--- config.mk ---
export PLATFORM = sky130hd
export DESIGN_NAME = mem_read_arbiter_flat
export DESIGN_NICKNAME = d
export VERILOG_FILES = /design/src/rtl/mem_read_arbiter_if.sv /design/src/rtl/mem_read_arbiter.sv /design/src/flat_wrapper.sv
export SDC_FILE = /design/constraint.sdc
export NUM_CORES = 1
export LEC_CHECK = 0
export ABC_AREA = 1
export CAP_MARGIN = 0
export CORE_AREA = 5 5 115 106
export DETAILED_ROUTE_END_ITERATION = 12
export DIE_AREA = 0 0 120 111
export PLACE_DENSITY = 0.79
export SLEW_MARGIN = 20
export SYNTH_ARGS = -nofsm -noshare
export SYNTH_HDL_FRONTEND = slang
export SYNTH_SLANG_ARGS = --single-unit
--- constraint.sdc ---
create_clock -name clk -period 1.6 [get_ports clk]
set_input_delay 0.32 -clock clk [delete_from_list [all_inputs] [get_ports clk]]
set_output_delay 0.32 -clock clk [all_outputs]
set_load 0.05 [all_outputs]
--- src/rtl/mem_read_arbiter_if.sv ---
// Bus bundle between the fetch/load-store requesters, the read arbiter and the
// shared program memory.
//   if_* : fetch port   (req/addr in, gnt/rvalid/rdata/err out of the arbiter)
//   ls_* : load port    (same shape as the fetch port)
//   mem_addr / mem_dout : byte address to memory, combinational read data back
//   busy : arbiter has an access in flight
// Modports: slave = arbiter side, master = requesters plus memory model.
interface mem_read_arbiter_if #(
   parameter int unsigned N = 32
);
   logic         if_req;
   logic [N-1:0] if_addr;
   logic         if_gnt;
   logic         if_rvalid;
   logic [N-1:0] if_rdata;
   logic         if_err;

   logic         ls_req;
   logic [N-1:0] ls_addr;
   logic         ls_gnt;
   logic         ls_rvalid;
   logic [N-1:0] ls_rdata;
   logic         ls_err;

   logic [N-1:0] mem_addr;
   logic [N-1:0] mem_dout;
   logic         busy;

   modport slave (
      input  if_req, if_addr, ls_req, ls_addr, mem_dout,
      output if_gnt, if_rvalid, if_rdata, if_err,
      output ls_gnt, ls_rvalid, ls_rdata, ls_err,
      output mem_addr, busy
   );

   modport master (
      output if_req, if_addr, ls_req, ls_addr, mem_dout,
      input  if_gnt, if_rvalid, if_rdata, if_err,
      input  ls_gnt, ls_rvalid, ls_rdata, ls_err,
      input  mem_addr, busy
   );
endinterface

--- src/rtl/mem_read_arbiter.sv ---
// Two-port round-robin arbiter/sequencer for the shared read-only program memory.
// Ports:
//   clk   : rising-edge clock
//   rst_n : asynchronous active-low reset
//   bus   : mem_read_arbiter_if.slave -- fetch and load request ports, memory
//           address/data, busy flag
// Each access takes two edges: IDLE latches the winner's address (gnt pulses),
// READ captures the memory word (rvalid pulses). All outputs are registered.
module mem_read_arbiter #(
   parameter int unsigned N     = 32,
   parameter int unsigned WIDTH = 9
) (
   input logic               clk,
   input logic               rst_n,
   mem_read_arbiter_if.slave bus
);

   typedef enum logic [0:0] {StIdle, StRead} state_e;

   state_e       state_q;
   logic         last_ls_q;   // last_owner: 1 = LS, 0 = IF
   logic         owner_ls_q;  // owner of the access in flight
   logic [N-1:0] mem_addr_q;
   logic         if_gnt_q, ls_gnt_q;
   logic         if_rvalid_q, ls_rvalid_q;
   logic [N-1:0] if_rdata_q, ls_rdata_q;
   logic         if_err_q, ls_err_q;
   logic         busy_q;

   logic         win_ls;
   logic         addr_err;
   logic [N-1:0] rd_word;

   // LS wins when it is alone, or on a tie when IF owned the previous access.
   assign win_ls   = bus.ls_req && !(bus.if_req && last_ls_q);
   assign addr_err = (mem_addr_q[1:0] != 2'b00) || (mem_addr_q[N-1:WIDTH+2] != '0);
   assign rd_word  = addr_err ? '0 : bus.mem_dout;

   always_ff @(posedge clk or negedge rst_n) begin
      if (!rst_n) begin
         state_q     <= StIdle;
         last_ls_q   <= 1'b1;
         owner_ls_q  <= 1'b0;
         mem_addr_q  <= '0;
         if_gnt_q    <= 1'b0;
         ls_gnt_q    <= 1'b0;
         if_rvalid_q <= 1'b0;
         ls_rvalid_q <= 1'b0;
         if_rdata_q  <= '0;
         ls_rdata_q  <= '0;
         if_err_q    <= 1'b0;
         ls_err_q    <= 1'b0;
         busy_q      <= 1'b0;
      end else begin
         if_gnt_q    <= 1'b0;
         ls_gnt_q    <= 1'b0;
         if_rvalid_q <= 1'b0;
         ls_rvalid_q <= 1'b0;
         unique case (state_q)
            StIdle: begin
               if (bus.if_req || bus.ls_req) begin
                  mem_addr_q <= win_ls ? bus.ls_addr : bus.if_addr;
                  owner_ls_q <= win_ls;
                  last_ls_q  <= win_ls;
                  if_gnt_q   <= !win_ls;
                  ls_gnt_q   <= win_ls;
                  busy_q     <= 1'b1;
                  state_q    <= StRead;
               end
            end
            StRead: begin
               // Memory is still driven with a bad address; the word is dropped.
               if (owner_ls_q) begin
                  ls_rvalid_q <= 1'b1;
                  ls_err_q    <= addr_err;
                  ls_rdata_q  <= rd_word;
               end else begin
                  if_rvalid_q <= 1'b1;
                  if_err_q    <= addr_err;
                  if_rdata_q  <= rd_word;
               end
               busy_q  <= 1'b0;
               state_q <= StIdle;
            end
            default: state_q <= StIdle;
         endcase
      end
   end

   assign bus.if_gnt    = if_gnt_q;
   assign bus.ls_gnt    = ls_gnt_q;
   assign bus.if_rvalid = if_rvalid_q;
   assign bus.ls_rvalid = ls_rvalid_q;
   assign bus.if_rdata  = if_rdata_q;
   assign bus.ls_rdata  = ls_rdata_q;
   assign bus.if_err    = if_err_q;
   assign bus.ls_err    = ls_err_q;
   assign bus.mem_addr  = mem_addr_q;
   assign bus.busy      = busy_q;

endmodule

--- src/flat_wrapper.sv ---
// flat-port wrapper written by rule: the top's interface ports become plain ports
module mem_read_arbiter_flat 
#(
   parameter int unsigned N     = 32,
   parameter int unsigned WIDTH = 9
)
  (clk, rst_n, bus_if_req, bus_if_addr, bus_ls_req, bus_ls_addr, bus_mem_dout, bus_if_gnt, bus_if_rvalid, bus_if_rdata, bus_if_err, bus_ls_gnt, bus_ls_rvalid, bus_ls_rdata, bus_ls_err, bus_mem_addr, bus_busy);
  mem_read_arbiter_if #(.N(N)) bus_i ();
  input logic clk;
  input logic rst_n;
  input wire logic [$bits(bus_i.if_req)-1:0] bus_if_req;
  input wire logic [$bits(bus_i.if_addr)-1:0] bus_if_addr;
  input wire logic [$bits(bus_i.ls_req)-1:0] bus_ls_req;
  input wire logic [$bits(bus_i.ls_addr)-1:0] bus_ls_addr;
  input wire logic [$bits(bus_i.mem_dout)-1:0] bus_mem_dout;
  output wire logic [$bits(bus_i.if_gnt)-1:0] bus_if_gnt;
  output wire logic [$bits(bus_i.if_rvalid)-1:0] bus_if_rvalid;
  output wire logic [$bits(bus_i.if_rdata)-1:0] bus_if_rdata;
  output wire logic [$bits(bus_i.if_err)-1:0] bus_if_err;
  output wire logic [$bits(bus_i.ls_gnt)-1:0] bus_ls_gnt;
  output wire logic [$bits(bus_i.ls_rvalid)-1:0] bus_ls_rvalid;
  output wire logic [$bits(bus_i.ls_rdata)-1:0] bus_ls_rdata;
  output wire logic [$bits(bus_i.ls_err)-1:0] bus_ls_err;
  output wire logic [$bits(bus_i.mem_addr)-1:0] bus_mem_addr;
  output wire logic [$bits(bus_i.busy)-1:0] bus_busy;
  assign bus_i.if_req = bus_if_req;
  assign bus_i.if_addr = bus_if_addr;
  assign bus_i.ls_req = bus_ls_req;
  assign bus_i.ls_addr = bus_ls_addr;
  assign bus_i.mem_dout = bus_mem_dout;
  assign bus_if_gnt = bus_i.if_gnt;
  assign bus_if_rvalid = bus_i.if_rvalid;
  assign bus_if_rdata = bus_i.if_rdata;
  assign bus_if_err = bus_i.if_err;
  assign bus_ls_gnt = bus_i.ls_gnt;
  assign bus_ls_rvalid = bus_i.ls_rvalid;
  assign bus_ls_rdata = bus_i.ls_rdata;
  assign bus_ls_err = bus_i.ls_err;
  assign bus_mem_addr = bus_i.mem_addr;
  assign bus_busy = bus_i.busy;
  mem_read_arbiter #(.N(N), .WIDTH(WIDTH)) u_core (.clk(clk), .rst_n(rst_n), .bus(bus_i));
endmodule
# Yosys cells after proc, flatten, opt, wreduce, memory -nomap -nowiden
# Cells that the tools add are included.
# word_totals
register_bits	106
inputBits	100
out_inout_bits	103
word_cells	41
# classes
n_eq_ne	1
muxes	14
n_bitwise	2
n_reduce_logical	11
# op_table
cell	n
$mux W32	2
$reduce_bool A21 Y1	1
$mux W1	10
$reduce_and A2 Y1	3
$pmux W1 S2	2
$logic_and A1 B1 Y1	2
$logic_not A1 Y1	2
$logic_or A1 B1 Y1	2
$ne A2 B1 Y1 const B	1
$not A1 Y1	2
$reduce_bool A2 Y1	1

# Logic depth before layout (Yosys ltp)
# Gate-level depths: netlist of the first run.
# depth
word_depth	6
mapped_depth	9
depth_no_buf	7

# Worst setup path before layout of the first run
# No wires, ideal clock.
# synth_path
path_kind	flip-flop to flip-flop
startpoint	register u_core.mem_addr_q[30], in the netlist u_core.bus.mem_addr[30]
endpoint	register u_core.ls_rdata_q[10], in the netlist u_core.bus.ls_rdata[10]
setup_time_ps	66
arrival_time_ps	1417
path_slack_ps	117
path_stages_with_launch	10
path_buffers	2
synth_period_minus_slack_ps	1483
path_cell_list	dfrtp_1 nor2_1 nand2_1 nor2_1 nand2_1 nor2_2 buf_4 buf_6 nand3_1 nand2_1
# synth_between
elab_chain_len	3
# synth_lines
element	line_no	rtl
from (decl)	mem_read_arbiter.sv:23	logic [N-1:0] mem_addr_q;
from (signal assigned)	mem_read_arbiter.sv:62	mem_addr_q <= win_ls ? bus.ls_addr : bus.if_addr;
$reduce_bool A21 Y1	mem_read_arbiter.sv:36	assign addr_err = (mem_addr_q[1:0] != 2'b00) || (mem_addr_q[N-1:WIDTH+2] != '0);
$logic_or A1 B1 Y1	mem_read_arbiter.sv:36	
$mux W32	mem_read_arbiter.sv:37	assign rd_word = addr_err ? '0 : bus.mem_dout;
to (signal assigned)	mem_read_arbiter.sv:76	ls_rdata_q <= rd_word;
to (decl)	mem_read_arbiter.sv:26	logic [N-1:0] if_rdata_q, ls_rdata_q;
# No other way between the ends.
# A chain may end at the register's enable or synchronous reset.

# Final worst setup path of the first run
# layout_path
startpoint	register u_core.mem_addr_q[30], in the netlist u_core.bus.mem_addr[30]
endpoint	register u_core.if_rdata_q[31], in the netlist u_core.bus.if_rdata[31]
# layout_between
elab_chain_len	3
# layout_lines
element	line_no	rtl
$reduce_bool A21 Y1	mem_read_arbiter.sv:36	
$logic_or A1 B1 Y1	mem_read_arbiter.sv:36	
$mux W32	mem_read_arbiter.sv:37	
to (signal assigned)	mem_read_arbiter.sv:80	if_rdata_q <= rd_word;
to (decl)	mem_read_arbiter.sv:26	
# No other way between the ends.

==> impl_metrics.ini, run 1 <==
[layout]
nNetsFinal = 802
stdcell_count = 840
area_growth_pct = 58.8
num-fill-cells = 886
post-route-util_pct = 64.1
diodes = 0
drive_above_1_share_pct = 21.2

[timing]
max_freq_ghz = 0.655
layout_setup_ws_ns = 0.0738
skew_ns = 0.0128
finalCritPeriodShare_pct = 95.4
fin_crit_ns = 1.53
slew_headroom_pct = 60.7
max_slew.worst_pin.slew_ns = 0.590
setup_violations = 0
hold_violations = 0
slew_violations = 0

[drt]
drtIter0Drc = 334
drcViolationCount = 0
vias_per_cell = 5.10
antenna_left = 0
avgRoutedWirePerCell_um = 16.4
firstDrtPassIters = 4
routed_wl_um = 13800
vias = 4282

[worst_hold_path]
min_path_type = input pin to async pin

[setup_path]
worstReg2RegStart = u_core.bus.mem_addr[30]
r2r_cells = 9
r2r-end = u_core.bus.if_rdata[31]
crit_arrival_ns = 1.78
rrSetupSlack_ns = 0.07
cp-startpoint = u_core.bus.mem_addr[30]
cp-end-kind = register
crit_fanout = 15
cp.required_ns = 1.86
startpoint_type = register
criticalPathCategory = register to register

[logic_synthesis]
syn_nets = 597
synth-edff-count = 0
yosys.cell_types.count = 17
ys_async_sr_fraction_pct = 100
yosys_warnings = 0
syn_avg_cell_area_um2 = 8.74
synth_seq_cells = 106
postSynthCellCount = 497
syn_area_mm2 = 0.00434
seq_area_frac_synth_pct = 61.1
synth_ff_type = dfrtp_1

[die]
die_y_um = 111
row_count = 36
pin_count = 203
start_util_pct = 40.4
die_w_um = 120
core_mm2 = 0.0108
dieArea_mm2 = 0.0133

[clocking]
cts_buffer_depth = 2
cts_tree = done
ctsHoldBuffers = 0
clkSinkCount = 106
clock_latency_ns = 0.33
cts-htree-levels = 3
cts-buffers-inserted = 9
clk_pin_slew_worst_paths_ns = 0.07
cts_root_buffer = clkbuf_16

[grt]
grt_pass1_wl_um = 22000
grt_pass1_vias = 4489
grt_usage_pct = 20.3
grt_overflow = 0
grt_max_degree = 107
antenna_found_initial = 0

[pwr]
total_power_w = 0.00761
p_int_w = 0.00503
power_density_mw_per_mm2 = 1100
clkPwrFrac_pct = 28.3
power_switching_share_pct = 33.9
power_frac_comb_pct = 30.7
switchingPower_w = 0.00258
power_frac_seq_pct = 41.0
vdd_drop_max_uv = 883
p_leak_nw = 3.51

[flow_run]
max_cap_violations = 0

[place]
post-dp-hpwl_um = 10200
place_ws_ns = -0.0830
dp.cells = 820
port_buffers = 202
gp_congestion = 0.921

[run_status]
outcome = finished, final reports clean
routing by layer:
metal | GRT usage [%] | routed length, µm | up-vias
li1 | - | - | 2012
met1 | 25.5 | 5640 | 2048
met2 | 34.0 | 6790 | 205
met3 | 6.02 | 1180 | 17
met4 | 5.95 | 191 | 0
met5 | 0 | 0 | -
cell usage after synthesis, types with 3 or more instances:
| library cell | n | area (µm²) |
|---|---|---|
| nand2_1 | 191 | 717 |
| nand3_1 | 72 | 360 |
| o21ai_0 | 39 | 195 |
| o21ai_1 | 10 | 50.1 |
| clkbuf_1 | 9 | 33.8 |
| buf_6 | 4 | 45.0 |
| inv_1 | 3 | 11.3 |
| nor2_2 | 4 | 25.0 |
| buf_2 | 14 | 70.1 |
| nor2_1 | 37 | 139 |
| inv_2 | 4 | 15.0 |
| dfrtp_1 | 105 | 2630 |
kinds of logic after synthesis:
logic type / share of synthesized area [%]
AO/OA/AOI/OAI: 5.99
AND/OR/NAND/NOR: 28.7
buffers and inverters: 4.20
flip-flops: 61.1
registers in the layout, summed over array words and instances, names as in the netlist:
signal                flops
u_core.bus.ls_rvalid      1
u_core.bus.busy           1
u_core.bus.if_err         1
u_core.bus.ls_gnt         1
u_core.bus.ls_rdata      32
u_core.bus.ls_err         1
u_core.bus.mem_addr      32
u_core.state_q            1
u_core.bus.if_gnt         1
u_core.owner_ls_q         1
u_core.last_ls_q          1
u_core.bus.if_rvalid      1
u_core.bus.if_rdata      32
through the flow:
step | area, µm² | hold slack (ns) | setup TNS, ns
after floorplan | 4340 | 0.0244 | 0
after global placement | 6530 | 0.426 | -0.0258
after detailed placement | 6530 | 0.436 | -0.922
after CTS | 6820 | 0.0797 | 0
after global routing | 6900 | 0.0976 | -0.0206
final | 6900 | 0.0132 | 0
cells in the final DEF (no fill, tap or decap), types with 2 or more instances in the layout:
cell type and instances:
nor2_2 3, buf_4 98, o21ai_1 10, clkdlybuf4s50_1 98, o21ai_0 39, inv_1 3, nand3_1 72, clkbuf_1 3
dfrtp_1 102, nand2_1 191, inv_2 4, dfrtp_2 3, clkbuf_16 11, buf_12 24, nor2_1 37, clkinvlp_4 2
power by group through the flow:
stage	registers, W	clock network (W)	logic [W]
after detailed placement	0.00317	0	0.00234
after CTS	0.00312	0.00220	0.00235
final	0.00312	0.00215	0.00234
after global routing	0.00316	0.00232	0.00248
after global placement	0.00316	0	0.00231
after floorplan	0.00386	0	0.000467
timing repair:
action                                  in CTS  in global routing
gates resized for setup                      0                  3
setup buffers                                0                  2
endpoints found under the setup margin       0                 62
worst max-delay path by stage:
| stage | end | slack, ns | cells past startpoint |
|---|---|---|---|
| floorplan | u_core.bus.ls_rdata[10] | 0.12 | 9 |
| global placement | u_core.bus.mem_addr[22] | -0.03 | 6 |
| detailed placement | u_core.bus.mem_addr[8] | -0.08 | 5 |
| CTS | u_core.bus.if_rdata[16] | 0.05 | 8 |
| global route | u_core.bus.if_rdata[31] | -0.01 | 9 |
| finish | u_core.bus.if_rdata[31] | 0.07 | 9 |
cell type report:
type / count / area (µm²) / share of cell area, %
Sequential cell: 106 / 2660 / 38.5
Multi-Input combinational cell: 356 / 1510 / 21.9
Tap cell: 133 / 166 / 2.41
Clock inverter: 4 / 53.8 / 0.780
Inverter: 7 / 26.3 / 0.381
Clock buffer: 12 / 236 / 3.43
Timing Repair Buffer: 222 / 2250 / 32.6
critical path: stages (launching register included):
cell and delay (ns):
dfrtp_2 0.44, nor2_1 0.12, nand2_1 0.08, nor2_1 0.11
nand2_1 0.09, nor2_4 0.13, buf_12 0.15, clkbuf_16 0.17
nand3_1 0.08, nand2_1 0.08
No activity file was read; power rests on OpenSTA's default activity.
==> run 2: changes to the inputs <==
--- a/config.mk
+++ b/config.mk
@@ -15,3 +15,4 @@
 export SYNTH_ARGS = -nofsm -noshare
 export SYNTH_HDL_FRONTEND = slang
 export SYNTH_SLANG_ARGS = --single-unit
+export TNS_END_PERCENT = 30
==> results of run 2 <==
The final DEF is identical to that of run 1; final timing and power are the same.
==> run 3: changes to the inputs <==
--- a/config.mk
+++ b/config.mk
@@ -11,7 +11,6 @@
 export DETAILED_ROUTE_END_ITERATION = 12
 export DIE_AREA = 0 0 120 111
 export PLACE_DENSITY = 0.79
-export SLEW_MARGIN = 20
 export SYNTH_ARGS = -nofsm -noshare
 export SYNTH_HDL_FRONTEND = slang
 export SYNTH_SLANG_ARGS = --single-unit
==> results of run 3 <==
The final DEF is identical to that of run 1; final timing and power are the same.
